==> config.mk <==
export PLATFORM = sky130hd
export DESIGN_NAME = ibuf_rx_capture
export DESIGN_NICKNAME = d
export VERILOG_FILES = /design/src/rtl/ibuf_rx_capture.sv
export SDC_FILE = /design/constraint.sdc
export NUM_CORES = 1
export LEC_CHECK = 0
export ABC_CLOCK_PERIOD_IN_PS = 2350
export CORE_ASPECT_RATIO = 1.25
export CORE_MARGIN = 1
export CORE_UTILIZATION = 50
export DETAILED_ROUTE_END_ITERATION = 10
export GPL_TIMING_DRIVEN = 0
export PLACE_DENSITY = 0.78
export SLEW_MARGIN = 20
export SYNTH_ARGS = -nofsm -noshare
export SYNTH_HDL_FRONTEND = slang
export SYNTH_SLANG_ARGS = --single-unit
==> constraint.sdc <==
create_clock -name C -period 2.35 [get_ports C]
set_input_delay 0.5875 -clock C [delete_from_list [all_inputs] [get_ports C]]
set_output_delay 0.5875 -clock C [all_outputs]
set_load 0.03 [all_outputs]
==> src/rtl/ibuf_rx_capture.sv <==
`default_nettype none
// ============================================================================
//  Module      : ibuf_rx_capture
//  Description : Receive-side capture for a bidirectional pad. Synchronizes
//                the raw pad level, waits out a bus turnaround after the
//                companion output buffer releases, then glitch-filters the
//                level and flags accepted rising/falling transitions.
//  Revision    : 1.0  initial release
// ============================================================================
module ibuf_rx_capture #(
  parameter int SYNC_STAGES = 2,  // pad synchronizer depth, 2..4
  parameter int FILTER_LEN  = 4,  // consecutive differing samples to accept, 1..16
  parameter int TURN_CYCLES = 2   // turnaround wait after release, 0..15
) (
  input  logic C,        // clock
  input  logic CLR_N,    // asynchronous active-low reset
  input  logic PAD_I,    // raw pad level, asynchronous to C
  input  logic T,        // output-buffer tristate control, 1 = released
  input  logic GTS,      // global tristate, 1 forces release
  output logic O,        // filtered, synchronized pad level
  output logic O_VALID,  // O reflects a received pad level
  output logic RISE,     // one-cycle pulse on accepted 0->1
  output logic FALL      // one-cycle pulse on accepted 1->0
);

  // Last filter count value before a new level is accepted.
  localparam logic [4:0] FILT_LAST = 5'(FILTER_LEN - 1);
  // Last turnaround count value before listening begins (unused when
  // TURN_CYCLES is zero since TURN is never entered).
  localparam logic [3:0] TURN_LAST = 4'(TURN_CYCLES - 1);

  typedef enum logic [1:0] {
    ST_DRIVE  = 2'd0,
    ST_TURN   = 2'd1,
    ST_LISTEN = 2'd2
  } state_t;

  state_t                 state_q,    state_d;
  logic [SYNC_STAGES-1:0] sync_q,     sync_d;
  logic [3:0]             turn_cnt_q, turn_cnt_d;
  logic [4:0]             filt_cnt_q, filt_cnt_d;
  logic                   o_q,        o_d;
  logic                   valid_q,    valid_d;
  logic                   rise_q,     rise_d;
  logic                   fall_q,     fall_d;

  logic                   rel;  // pad released by the output side
  logic                   s;    // synchronized pad level

  assign rel = T | GTS;
  assign s   = sync_q[SYNC_STAGES-1];

  // Synchronizer chain: PAD_I enters at bit 0 and shifts toward the MSB.
  always_comb begin
    sync_d = {sync_q[SYNC_STAGES-2:0], PAD_I};
  end

  // Turnaround sequencing, level filtering and edge-pulse generation.
  always_comb begin
    state_d    = state_q;
    turn_cnt_d = turn_cnt_q;
    filt_cnt_d = 5'd0;
    o_d        = o_q;
    valid_d    = 1'b0;
    rise_d     = 1'b0;
    fall_d     = 1'b0;

    if (!rel) begin
      // Output side is driving the pad: anything sampled now is our own
      // drive, so drop the partial filter count and hold the last level.
      state_d    = ST_DRIVE;
      turn_cnt_d = 4'd0;
    end else begin
      case (state_q)
        ST_DRIVE: begin
          turn_cnt_d = 4'd0;
          if (TURN_CYCLES == 0) begin
            // No turnaround: the level is taken straight from the
            // synchronizer without an edge pulse.
            state_d = ST_LISTEN;
            o_d     = s;
            valid_d = 1'b1;
          end else begin
            state_d = ST_TURN;
          end
        end

        ST_TURN: begin
          if (turn_cnt_q == TURN_LAST) begin
            state_d    = ST_LISTEN;
            turn_cnt_d = 4'd0;
            o_d        = s;
            valid_d    = 1'b1;
          end else begin
            turn_cnt_d = turn_cnt_q + 4'd1;
          end
        end

        ST_LISTEN: begin
          valid_d = 1'b1;
          if (s != o_q) begin
            if (filt_cnt_q == FILT_LAST) begin
              // Level has differed long enough: accept it and flag the edge.
              o_d    = s;
              rise_d = s;
              fall_d = ~s;
            end else begin
              filt_cnt_d = filt_cnt_q + 5'd1;
            end
          end
        end

        default: begin
          state_d    = ST_DRIVE;
          turn_cnt_d = 4'd0;
        end
      endcase
    end
  end

  // State and output registers; reset clears everything regardless of C.
  always_ff @(posedge C or negedge CLR_N) begin
    if (!CLR_N) begin
      state_q    <= ST_DRIVE;
      sync_q     <= '0;
      turn_cnt_q <= 4'd0;
      filt_cnt_q <= 5'd0;
      o_q        <= 1'b0;
      valid_q    <= 1'b0;
      rise_q     <= 1'b0;
      fall_q     <= 1'b0;
    end else begin
      state_q    <= state_d;
      sync_q     <= sync_d;
      turn_cnt_q <= turn_cnt_d;
      filt_cnt_q <= filt_cnt_d;
      o_q        <= o_d;
      valid_q    <= valid_d;
      rise_q     <= rise_d;
      fall_q     <= fall_d;
    end
  end

  assign O       = o_q;
  assign O_VALID = valid_q;
  assign RISE    = rise_q;
  assign FALL    = fall_q;

endmodule
`default_nettype wire

==> impl_metrics.ini, run 1 <==
[run_status]
status = finished clean

[setup_path]
timing.critical_path.slowest_stage_cell = sky130_fd_sc_hd__clkdlybuf4s50_1
timing_worst_setup_path_type = register to output pin
crit_buf_inv = 1
worst-endpoint-required_ns = 1.76
setup.worst_path.end_class = output pin
arrival_ns = 1.43
worst_path_largest_cell_delay_ns = 0.71
worst_path_dominant_cell_family = buffers and inverters
crit_path_cell_trace = clkdlybuf4s50_1
timing.critical_path.from_type = register
cp_max_fo = 5

[global_routing]
grt_antenna_before_repair = 0
globalRoute.totalOverflow = 0
global_route.usage.total = 0.183
grt_pass1_vias = 556
grt_pass1_wl_um = 2240
maximum_number_of_pins_on_one_net_before_global_route_repair = 18

[cts]
clock_sink_count = 17
path_clk_slew_ns = 0.10
total_clock_buffers_created_by_cts = 3
clock_path_buffers = 2
clk_latency_ns = 0.28
cts-resized-gates = 0
clockRootBuffer = sky130_fd_sc_hd__clkbuf_4
tritoncts_clock_tree = yes
cts_setup_buffers = 0
ctsHoldBuffers = 0
htree_levels = 1

[sta]
slew_headroom = 0.481
hold_viol = 0
final_period_minus_worst_setup_slack_ns = 2.02
final.period_utilization = 0.860
setup-tns-final_ns = 0
final-max-slew-violation-count = 0
final.setup_skew_ns = 0.00466
max_slew.worst_pin.slew_ns = 0.775
unrepaired_setup_endpoints_after_global_routing = no
timing.hold.ws_ns = 0.366
timing.final.setup_violations = 0
timing.fmax_mhz = 495

[final_layout]
fin_util = 0.616
finalNetCount = 103
num_antenna_cells = 0
most_common_library_cell_in_the_layout_ignoring_fill_and_taps = sky130_fd_sc_hd__dfrtp_1
layout_area_overhead_pct = 15.4
finish.instance_area_sq_um = 975
nFillCells = 135
layout-drive-gt1-share = 0.110
mostFrequentLayoutCells = sky130_fd_sc_hd__dfrtp_1, sky130_fd_sc_hd__nor2_1, sky130_fd_sc_hd__clkdlybuf4s50_1

[detailed_routing]
drt_iter0_drc = 2
number_of_antenna_violating_nets_in_the_routed_design = 0
vias = 600
viasPerCell = 5.50
finalWirelength_um = 1430
detail_route.wl_per_cell_um = 13.1
drc = 0
drt_pass1_iterations = 2

[floorplan]
die-height_um = 48.0
floorplan.die.width_um = 38.8
num_io_pins = 9
design.die.area_sq_mm = 0.00186
core_region_area_sq_mm = 0.00158
placementRows = 16
initial_utilization = 0.534

[pwr]
p_comb_frac = 0.388
clock_power_share = 0.177
power_report.internal_total_uw = 543
seq_power_share = 0.435
netSwitchingPower_uw = 331
lkg_pwr_nw = 0.450
p_sw_frac = 0.379
irDropWorstVdd_mv = 0.465
power.density_cell_area_mw_per_mm2 = 897

[placement]
postPlaceCellArea_sq_um = 947
gp_congestion = 0.646
place.detailed.hpwl_um = 1060
io_buffers = 8

[worst_hold_path]
hold_path.class = register to register

[run]
timing.max_cap.violations = 0

[synth]
synth.yosys.warnings = 0
synth-edff-count = 0
synth_seq_area_share = 0.504
syn-instance-count = 79
number_of_storage_elements_in_the_synthesis_netlist = 17
synthArstFlopShare = 1.00
synth_cell_types = 28
dominantRegCellSynth = sky130_fd_sc_hd__dfrtp_1
synth.avg_cell_area_sq_um = 10.7
mappedNetlistArea_sq_um = 845
synth.net_count = 90
## power groups by stage
stage	Sequential [mW]	Combinational, mW	Clock [mW]
2_1_floorplan	0.405	0.225	0
3_3_place_gp	0.384	0.330	0
3_5_place_dp	0.387	0.343	0
4_1_cts	0.381	0.344	0.161
5_1_grt	0.388	0.375	0.172
6_report	0.381	0.339	0.155
## kinds of logic after synthesis
group	Yosys count	synth area share
flops	17	0.504
simple gates	32	0.218
buf+inv	8	0.0356
compound gates	10	0.0874
fa+ha+maj	6	0.0889
xor+xnor	4	0.0415
mux	2	0.0252
## synthesized netlist by cell type, types with 2 or more instances
library cell / n / area share
sky130_fd_sc_hd__dfrtp_1: 17 / 0.50
sky130_fd_sc_hd__nor2_1: 12 / 0.053
sky130_fd_sc_hd__ha_1: 6 / 0.089
sky130_fd_sc_hd__inv_1: 5 / 0.022
sky130_fd_sc_hd__nand2_1: 4 / 0.018
sky130_fd_sc_hd__nand3_1: 4 / 0.024
sky130_fd_sc_hd__a21oi_1: 3 / 0.018
sky130_fd_sc_hd__clkbuf_1: 3 / 0.013
sky130_fd_sc_hd__nand4_1: 3 / 0.022
sky130_fd_sc_hd__xor2_1: 3 / 0.031
sky130_fd_sc_hd__nor3b_2: 2 / 0.030
## worst paths after layout
path | slack, ns | end | depth (start not counted) | start
max in group asynchronous | 1.12 | filt_cnt_q[3]$_DFF_PN0_ | 1 | CLR_N
min in group asynchronous | 0.74 | turn_cnt_q[2]$_DFFE_PN0P_ | 1 | CLR_N
setup reg to reg | 0.51 | O$_DFFE_PN0P_ | 6 | state_q[1]$_DFFE_PN0P_
setup / recovery | 0.33 | O | 1 | O$_DFFE_PN0P_
hold / removal | 0.37 | sync_q[1]$_DFF_PN0_ | 0 | sync_q[0]$_DFF_PN0_
hold reg to reg | 0.37 | sync_q[1]$_DFF_PN0_ | 0 | sync_q[0]$_DFF_PN0_
## state kept, by name, summed over array words and instances, names as in the netlist
| signal | cells |
|---|---|
| FALL | 1 |
| O | 1 |
| O_VALID | 1 |
| RISE | 1 |
| filt_cnt_q | 5 |
| state_q | 2 |
| sync_q | 2 |
| turn_cnt_q | 4 |
## cell type report
| cell class | instances | area, sq um | share of cell area |
|---|---|---|---|
| Buffer | 3 | 11.3 | 0.0116 |
| Clock buffer | 3 | 22.5 | 0.0231 |
| Clock inverter | 1 | 5.00 | 0.00513 |
| Inverter | 5 | 18.8 | 0.0193 |
| Multi-Input combinational cell | 54 | 389 | 0.399 |
| Sequential cell | 17 | 425 | 0.436 |
| Tap cell | 18 | 22.5 | 0.0231 |
| Timing Repair Buffer | 8 | 80.1 | 0.0822 |
## per-stage QoR
step           setup slack, ns  instances  power [mW]
5_1_grt                  0.284        109       0.936
3_5_place_dp             0.465        105       0.730
3_3_place_gp             0.457        105       0.714
2_1_floorplan            0.609         79       0.630
6_report                 0.329        109       0.874
4_1_cts                  0.312        109       0.886
## routing by layer
| layer | track usage | share of wire | up-vias |
|---|---|---|---|
| li1 | - | - | 295 |
| met1 | 0.191 | 0.44 | 298 |
| met2 | 0.333 | 0.52 | 5 |
| met4 | 0.103 | 0.015 | 0 |
| met3 | 0.0419 | 0.021 | 2 |
| met5 | 0 | 0 | - |
Power figures use the tool's default switching activity.
==> inputs of run 2 (changes only) <==
--- a/config.mk
+++ b/config.mk
@@ -12,6 +12,7 @@
 export DETAILED_ROUTE_END_ITERATION = 10
 export GPL_TIMING_DRIVEN = 0
 export PLACE_DENSITY = 0.78
+export SKIP_LAST_GASP = 1
 export SLEW_MARGIN = 20
 export SYNTH_ARGS = -nofsm -noshare
 export SYNTH_HDL_FRONTEND = slang
==> results of run 2 <==
No change in the layout: final DEF, timing and power equal those of run 1.
==> inputs of run 3 (changes only) <==
--- a/config.mk
+++ b/config.mk
@@ -8,10 +8,10 @@
 export ABC_CLOCK_PERIOD_IN_PS = 2350
 export CORE_ASPECT_RATIO = 1.25
 export CORE_MARGIN = 1
-export CORE_UTILIZATION = 50
+export CORE_UTILIZATION = 35
 export DETAILED_ROUTE_END_ITERATION = 10
 export GPL_TIMING_DRIVEN = 0
-export PLACE_DENSITY = 0.78
+export PLACE_DENSITY = 0.57
 export SKIP_LAST_GASP = 1
 export SLEW_MARGIN = 20
 export SYNTH_ARGS = -nofsm -noshare
==> run 3 against run 2 <==
Net effect:
- first-iteration DRC count rose by 50%
- non-clock buffer count did not move
- sequential power barely moved
- utilization fell by 17 points
- routed wire length fell by 1.8%
- maximum frequency rose by 0.55%
- clock skew fell by 0.0038 ns
- critical path type unchanged
- largest power group unchanged
- sequential share of layout area fell by 0.66 points
- flip-flop and latch count did not move
==> impl_metrics.ini, run 3 (synthesis gave the netlist of run 1 again) <==
[final_layout]
top_regs = filt_cnt_q (5), turn_cnt_q (4)
most_common_library_cell_in_the_layout_ignoring_fill_and_taps = sky130_fd_sc_hd__dfrtp_1
mostFrequentLayoutCells = sky130_fd_sc_hd__dfrtp_1, sky130_fd_sc_hd__nor2_1, sky130_fd_sc_hd__clkdlybuf4s50_1
layout-drive-gt1-share = 0.0989
layout_area_overhead_pct = 17.2
finish.instance_area_sq_um = 990
finalNetCount = 103
fin_cells = 122
num_antenna_cells = 0
largest_register_ff_count = 5
registers.top_by_ff_count = filt_cnt_q

[cts]
clock_sink_count = 17
total_clock_buffers_created_by_cts = 3
clockRootBuffer = sky130_fd_sc_hd__clkbuf_4
ctsHoldBuffers = 0
path_clk_slew_ns = 0.09
tritoncts_clock_tree = yes
cts_setup_buffers = 0
clk_latency_ns = 0.29
htree_levels = 1
clock_path_buffers = 2
cts-resized-gates = 0

[setup_path]
r2r-start = turn_cnt_q[1]$_DFFE_PN0P_
critical_path.reg2reg.endpoint = O$_DFFE_PN0P_
crit_path_cell_trace = clkdlybuf4s50_1
cp_max_fo = 5
timing_worst_setup_path_type = register to output pin
r2r_setup_slack_ns = 0.48
endpoint = O
crit_buf_inv = 1
reg2regPathDepth = 6
timing.critical_path.from_type = register
worst-endpoint-required_ns = 1.76
worst_setup_path_startpoint = O$_DFFE_PN0P_
timing.critical_path.slowest_stage_cell = sky130_fd_sc_hd__clkdlybuf4s50_1
setup.worst_path.end_class = output pin
worst_path_largest_cell_delay_ns = 0.70
worst_path_dominant_cell_family = buffers and inverters
cp_num_cells = 1
arrival_ns = 1.42

[sta]
timing.final.setup_violations = 0
final.period_utilization = 0.855
final-max-slew-violation-count = 0
final.setup_skew_ns = 0.000906
setup-tns-final_ns = 0
slew_headroom = 0.504
timing.fmax_mhz = 497
max_slew.worst_pin.slew_ns = 0.742
unrepaired_setup_endpoints_after_global_routing = no
final_period_minus_worst_setup_slack_ns = 2.01
hold_viol = 0

[pwr]
clock_power_share = 0.179
irDropWorstVdd_mv = 0.373
lkg_pwr_nw = 0.448
p_sw_frac = 0.376
power.density_cell_area_mw_per_mm2 = 884
power_report.internal_total_uw = 546
seq_power_share = 0.435
netSwitchingPower_uw = 329
p_comb_frac = 0.386

[floorplan]
initial_utilization = 0.378
num_io_pins = 9
placementRows = 19
die-height_um = 56.9
core_region_area_sq_mm = 0.00223
floorplan.die.width_um = 45.9
design.die.area_sq_mm = 0.00261

[global_routing]
grt_pass1_wl_um = 2410
maximum_number_of_pins_on_one_net_before_global_route_repair = 18
globalRoute.totalOverflow = 0
grt_antenna_before_repair = 0
global_route.usage.total = 0.127
grt_pass1_vias = 604

[detailed_routing]
drt_iter0_drc = 3
drt_pass1_iterations = 3
detail_route.wl_per_cell_um = 11.5
finalWirelength_um = 1400
drc = 0
vias = 594
viasPerCell = 4.87
number_of_antenna_violating_nets_in_the_routed_design = 0

[placement]
gp_congestion = 0.675
post-place-cells = 118
io_buffers = 8
place.detailed.hpwl_um = 1000
postPlaceCellArea_sq_um = 963

[run_status]
status = finished clean

[run]
timing.max_cap.violations = 0

[worst_hold_path]
hold_path.class = register to register
==> run 3: changes by cell type in the layout (fill, tap and decap cells not counted) <==
cell                       change
sky130_fd_sc_hd__clkbuf_1      +1
sky130_fd_sc_hd__clkinv_2      -1
==> run 3: how the worst min path moves through the flow <==
stage	end	startpoint	slack (ns)	cells after the start
detailed placement	sync_q[1]$_DFF_PN0_	sync_q[0]$_DFF_PN0_	0.35	0
floorplan	FALL$_DFF_PN0_	CLR_N	0.29	0
CTS	sync_q[1]$_DFF_PN0_	sync_q[0]$_DFF_PN0_	0.37	0
finish	sync_q[1]$_DFF_PN0_	sync_q[0]$_DFF_PN0_	0.36	0
global placement	sync_q[1]$_DFF_PN0_	sync_q[0]$_DFF_PN0_	0.33	0
global route	sync_q[1]$_DFF_PN0_	sync_q[0]$_DFF_PN0_	0.37	0
==> run 3: layer usage <==
layer | up-vias | track usage | share of wire
li1 | 295 | - | -
met1 | 288 | 0.157 | 0.45
met2 | 6 | 0.193 | 0.49
met3 | 5 | 0.0193 | 0.022
met4 | 0 | 0.0924 | 0.036
met5 | - | 0 | 0
==> run 3: through the flow <==
step | utilization | hold slack, ns | power (mW) | setup slack [ns]
2_1_floorplan | - | 0.292 | 0.630 | 0.609
3_3_place_gp | 0.431 | 0.332 | 0.720 | 0.427
3_5_place_dp | 0.431 | 0.345 | 0.727 | 0.421
4_1_cts | 0.443 | 0.368 | 0.889 | 0.318
5_1_grt | 0.443 | 0.373 | 0.935 | 0.282
6_report | 0.443 | 0.363 | 0.875 | 0.340
==> run 3: layout make-up <==
| class | instances | area, sq um |
|---|---|---|
| tap | 31 | 38.8 |
| timing repair buffer | 8 | 80.1 |
| inverter | 5 | 18.8 |
| clock buffer | 4 | 26.3 |
| fill | 243 | 1240 |
| buffer | 3 | 11.3 |
| sequential | 17 | 425 |
| multi-input combinational | 54 | 389 |
==> run 3: power by group through the flow <==
stage	Combinational [mW]	Clock [mW]	Sequential, mW
final	0.337	0.157	0.380
after detailed placement	0.339	0	0.387
after floorplan	0.225	0	0.405
after global placement	0.336	0	0.384
after CTS	0.342	0.165	0.382
after global routing	0.379	0.168	0.388
